$ cat src/rtl/pipe_stage_reg.sv
// Generic pipeline stage register: valid/ready handshake with a 2-entry skid buffer,
// global stall, flush (bubble insertion or empty), and saturating stall/flush counters.
module pipe_stage_reg #(
    parameter int unsigned       DATA_W       = 32,
    parameter logic [DATA_W-1:0] BUBBLE_VALUE = DATA_W'(32'h0000_0013),
    parameter bit                EMIT_BUBBLE  = 1'b1,
    parameter int unsigned       CNT_W        = 16
) (
    input  logic              clk,
    input  logic              rst,
    input  logic              in_valid,
    output logic              in_ready,
    input  logic [DATA_W-1:0] in_data,
    input  logic              stall,
    input  logic              flush,
    output logic              out_valid,
    input  logic              out_ready,
    output logic [DATA_W-1:0] out_data,
    output logic              out_bubble,
    output logic [CNT_W-1:0]  stall_cnt,
    output logic [CNT_W-1:0]  flush_cnt
);

    logic [1:0]        count_q, count_d;
    logic [DATA_W-1:0] main_q, main_d;
    logic [DATA_W-1:0] skid_q, skid_d;
    logic              main_bub_q, main_bub_d;
    logic              skid_bub_q, skid_bub_d;
    logic              flush_pend_q, flush_pend_d;
    logic [CNT_W-1:0]  stall_cnt_q, stall_cnt_d;
    logic [CNT_W-1:0]  flush_cnt_q, flush_cnt_d;

    logic eff_flush;
    logic in_fire;
    logic out_fire;

    // A flush seen while stalled is remembered and takes effect on the first free cycle.
    assign eff_flush = (flush || flush_pend_q) && !stall;
    assign in_ready  = (count_q != 2'd2) && !stall && !eff_flush;
    assign out_valid = (count_q != 2'd0) && !stall;
    assign in_fire   = in_valid && in_ready;
    assign out_fire  = out_valid && out_ready;

    assign out_data   = main_q;
    assign out_bubble = main_bub_q;
    assign stall_cnt  = stall_cnt_q;
    assign flush_cnt  = flush_cnt_q;

    always_comb begin
        count_d      = count_q;
        main_d       = main_q;
        skid_d       = skid_q;
        main_bub_d   = main_bub_q;
        skid_bub_d   = skid_bub_q;
        flush_pend_d = flush_pend_q;
        stall_cnt_d  = stall_cnt_q;
        flush_cnt_d  = flush_cnt_q;

        if (stall) begin
            flush_pend_d = flush_pend_q || flush;
            if (!(&stall_cnt_q)) begin
                stall_cnt_d = stall_cnt_q + CNT_W'(1);
            end
        end else if (eff_flush) begin
            flush_pend_d = 1'b0;
            if (!(&flush_cnt_q)) begin
                flush_cnt_d = flush_cnt_q + CNT_W'(1);
            end
            if (EMIT_BUBBLE) begin
                count_d    = 2'd1;
                main_d     = BUBBLE_VALUE;
                main_bub_d = 1'b1;
                skid_bub_d = 1'b0;
            end else begin
                count_d = 2'd0;
            end
        end else begin
            case ({in_fire, out_fire})
                2'b11: begin
                    if (count_q == 2'd1) begin
                        main_d     = in_data;
                        main_bub_d = 1'b0;
                    end else begin
                        main_d     = skid_q;
                        main_bub_d = skid_bub_q;
                        skid_d     = in_data;
                        skid_bub_d = 1'b0;
                    end
                end
                2'b10: begin
                    count_d = count_q + 2'd1;
                    if (count_q == 2'd0) begin
                        main_d     = in_data;
                        main_bub_d = 1'b0;
                    end else begin
                        skid_d     = in_data;
                        skid_bub_d = 1'b0;
                    end
                end
                2'b01: begin
                    count_d = count_q - 2'd1;
                    if (count_q == 2'd2) begin
                        main_d     = skid_q;
                        main_bub_d = skid_bub_q;
                    end
                end
                default: ;
            endcase
        end
    end

    always_ff @(posedge clk or negedge rst) begin
        if (!rst) begin
            count_q      <= 2'd0;
            main_q       <= '0;
            skid_q       <= '0;
            main_bub_q   <= 1'b0;
            skid_bub_q   <= 1'b0;
            flush_pend_q <= 1'b0;
            stall_cnt_q  <= '0;
            flush_cnt_q  <= '0;
        end else begin
            count_q      <= count_d;
            main_q       <= main_d;
            skid_q       <= skid_d;
            main_bub_q   <= main_bub_d;
            skid_bub_q   <= skid_bub_d;
            flush_pend_q <= flush_pend_d;
            stall_cnt_q  <= stall_cnt_d;
            flush_cnt_q  <= flush_cnt_d;
        end
    end

endmodule

$ cat config.mk
export PLATFORM = sky130hd
export DESIGN_NAME = pipe_stage_reg
export DESIGN_NICKNAME = d
export VERILOG_FILES = /design/src/rtl/pipe_stage_reg.sv
export SDC_FILE = /design/constraint.sdc
export NUM_CORES = 1
export LEC_CHECK = 0
export CAP_MARGIN = 40
export CORE_MARGIN = 1.5
export CORE_UTILIZATION = 35
export CTS_CLUSTER_DIAMETER = 80
export DETAILED_ROUTE_END_ITERATION = 6
export DONT_BUFFER_PORTS = 1
export PLACE_DENSITY = 0.59
export SLEW_MARGIN = 20
export SYNTH_ARGS = -nofsm -noshare
export SYNTH_HDL_FRONTEND = slang
export SYNTH_SLANG_ARGS = --single-unit
export TNS_END_PERCENT = 30
$ cat constraint.sdc
create_clock -name clk -period 3 [get_ports clk]
set_input_delay 0.6 -clock clk [delete_from_list [all_inputs] [get_ports clk]]
set_output_delay 0.6 -clock clk [all_outputs]
set_load 0.02 [all_outputs]
==> key figures <==
Timing
  – Final Hold Fails: 0
  – Slack of the critical path: about 190 ps
  – Max Fclk: 355 MHz
  – Final setup violation count: 0
  – Clock Skews: about 7.3 ps
  – Final period util: 0.938
  – Slew @ Worst Pin: 697 ps
  – Pins over their slew limit: 0
  – Tmin final: between 2000 and 3000 ps
  – Max_slew headroom: 0.535

Placed design
  – Gpl congestion: roughly 0.77
  – Setup Slack @ Placement: -103 ps
  – Port buffer count: 0
  – DP HPWL: slightly above 8000 um
  – Area after DPL: about 0.0056 mm2

Critical path
  – Worst-path maximum fanout: 10
  – CP startpoint kind: register
  – CP peak stage delay: 620 ps
  – CP Data Required Time: 3230 ps
  – Critical path capture point type: register
  – Crit-path cells: inv_1 > ha_1 > nor2_1 > and2_1 > inv_1 > ha_1 > buf_4 > nand2b_1 > o311ai_2 > a21oi_2 > mux2_2
  – Worst setup path category: register to register
  – Flop2flop setup slack: around 190 ps
  – WP data arrival: around 3100 ps
  – Crit-path slowest cell: a21oi_2

Global route
  – First-pass GRT wire length: about 21000 um
  – Pin count of the biggest net entering global routing: between 100 and 150
  – GRT Overall Usage: 0.162
  – Vias in the first global route: 3856
  – Global route total overflow: 0
  – Antenna violations before repair: 0

Yosys
  – Syn_area_per_cell: between 10 and 15 um2
  – Synth top area share: 0.469
  – Synthesis-stage register bit count: 100
  – Seq/Total Area, Yosys: 0.469
  – Post-Syn Area: roughly 0.0053 mm2
  – Most used DFF post-synth: dfrtp_1
  – Number of synthesized flops with an enable pin: 0
  – Top post-synthesis cells by area: dfrtp_1 47%, mux2_4 8.4%, mux2_2 7.6%
  – Async SR Flop Fraction: 1.00
  – Syn Nets: 483
  – Post-Synthesis Cells: 437
  – Yosys cell types: 42
  – Cell taking the most area after synthesis: dfrtp_1
  – Warnings, synthesis: 0

Detailed routing
  – Initial drt markers: ~140
  – Routed Antenna Nets: 0
  – Avg WL per Cell: 19.9 um
  – Post-Route WL: 12600 um
  – First-pass DRT Iterations: 4
  – Via count: between 3000 and 4000
  – Vias per cell: slightly below 6
  – DR DRC count: 0

Clock network
  – CTS Sinks: 100
  – Num CTS Buffers: 9
  – Worst-skew pair later-pin latency: around 340 ps
  – Clk Tree Root Cell: clkbuf_16
  – Worst-path clk slew: 70 ps
  – H-tree Lvls: 3
  – Max clock buf depth: 2
  – Clock tree from TritonCTS: done

Floorplanning
  – Die height: 126 um
  – Die area: 0.0160 mm2
  – Row cnt: 44
  – I/O pins: 105
  – Core area: about 0.015 mm2
  – Die Wd: 126 um
  – Initial Utilization: 0.363

Final layout
  – Fin nets: a little under 500
  – Ant. Diodes: 0
  – Commonest non-fill, non-tap cell in the layout: dfrtp_1
  – Final Instance Area: just under 0.006 mm2
  – Area delta synth->final: 11.7%
  – Filler Cell Count: roughly 1400
  – Share of cells above drive strength 1: 0.265
  – Most frequent cells in the layout: 100 x dfrtp_1, 36 x mux2_2, 31 x a221oi_1, 31 x a211oi_1, 30 x mux2_4

Power and ir drop
  – Clk pwr share: 0.228
  – Leakage: approximately 2.8 nW
  – Net switching power: 0.00180 W
  – Maximum VDD drop: around 0.40 mV
  – PD cells: roughly 820 mW/mm2
  – Int Power: 0.00307 W
  – Sw Share: 0.370
  – Sequential share of power: 0.511
  – Logic pwr share: 0.262

Min path
  – Worst hold path class: input pin to asynchronous set/reset pin

Status
  – Outcome: complete, no violations

Run
  – Max-Cap Viols: 0
==> worst paths after layout <==
path                       cells after the start       start       endpoint
min in group clk                               1  in_data[3]      skid_q[3]
setup reg to reg                              11  count_q[1]   out_data[16]
hold / removal                                 1         rst     skid_q[25]
max in group asynchronous                      1         rst  flush_cnt[11]
setup / recovery                              11  count_q[1]   out_data[16]
hold reg to reg                                1  skid_q[30]     skid_q[30]
==> synthesized netlist by cell type, types with 2 or more instances <==
| cell | count |
|---|---|
| dfrtp_1 | 100 |
| mux2_2 | 36 |
| a211oi_1 | 31 |
| a221oi_1 | 31 |
| mux2_4 | 30 |
| mux2i_1 | 29 |
| xor2_1 | 24 |
| buf_2 | 14 |
| nor3_1 | 13 |
| clkbuf_1 | 12 |
| nand2_1 | 11 |
| nand4_1 | 11 |
| o21ai_0 | 10 |
| nand3_1 | 9 |
| ha_1 | 8 |
| nor2_1 | 7 |
| inv_1 | 6 |
| nor4_1 | 6 |
| and3_1 | 5 |
| nor2b_1 | 5 |
| xnor2_1 | 5 |
| and2_1 | 4 |
| nand2b_1 | 4 |
| and4_1 | 3 |
| buf_8 | 3 |
| buf_1 | 2 |
| nor4b_1 | 2 |
| o211ai_1 | 2 |
==> critical path: cells and delay by family (launching register included) <==
kind	cells	cell delay [ps]
AO/OA/AOI/OAI	2	800
multiplexers	1	410
flip-flops	1	380
AND/OR/NAND/NOR	3	420
buffers and inverters	3	260
adder cells (fa/ha/maj)	2	440
==> stage by stage <==
| step | hold slack [ps] | instances | total power, W | TNS [ps] | util |
|---|---|---|---|---|---|
| 2_1_floorplan | 304 | 437 | 0.00341 | 0 | - |
| 3_3_place_gp | 307 | 613 | 0.00368 | -4040 | 0.382 |
| 3_5_place_dp | 307 | 614 | 0.00375 | -1370 | 0.383 |
| 4_1_cts | 212 | 630 | 0.00492 | 0 | 0.403 |
| 5_1_grt | 216 | 633 | 0.00517 | -32.8 | 0.406 |
| 6_report | 189 | 633 | 0.00487 | 0 | 0.406 |
==> power by group through the flow <==
| stage | combinational [W] | clock, W | sequential [W] |
|---|---|---|---|
| after global placement | 0.00119 | 0 | 0.00249 |
| after floorplan | 0.00100 | 0 | 0.00240 |
| after detailed placement | 0.00124 | 0 | 0.00251 |
| after CTS | 0.00128 | 0.00115 | 0.00249 |
| final | 0.00127 | 0.00111 | 0.00248 |
| after global routing | 0.00142 | 0.00120 | 0.00256 |
==> per-layer routing <==
layer  track usage  vias up  routed length (um)
met4        0.0609        0                 236
met5             0        -                   0
li1              -     1680                   -
met1         0.203     1888                5560
met2         0.264       88                6100
met3        0.0477       14                 729
==> cell families (layout without fill, tap and decap cells) <==
group | count (synthesis) | count (layout) | share of synthesized area
AO/OA/AOI/OAI | 82 | 83 | 0.121
XOR/XNOR | 29 | 29 | 0.0476
adder cells (fa/ha/maj) | 8 | 8 | 0.0188
buffers and inverters | 38 | 49 | 0.0363
flip-flops | 100 | 100 | 0.469
multiplexers | 95 | 95 | 0.215
AND/OR/NAND/NOR | 85 | 85 | 0.0926
==> state kept, by name, indices dropped and copies added, names as in the netlist <==
name          cells
flush_cnt        16
flush_pend_q      1
count_q           2
out_data         32
stall_cnt        16
skid_q           32
out_bubble        1
==> final cells by class <==
class | instances | area, um2 | share of cell area
Clock inverter | 4 | 25.0 | 0.00420
Timing Repair Buffer | 27 | 255 | 0.0428
Inverter | 7 | 26.3 | 0.00441
Multi-Input combinational cell | 300 | 2670 | 0.448
Clock buffer | 11 | 253 | 0.0424
Tap cell | 184 | 230 | 0.0386
Sequential cell | 100 | 2500 | 0.420
==> repair_timing <==
action / CTS / global route
endpoints found under the setup margin: 0 / 14
resized for setup: 0 / 1
buffers inserted: 0 / 2
hold buffers: 1 / 0
endpoints found under the hold margin: 100 / 0
Power figures use the tool's default switching activity.
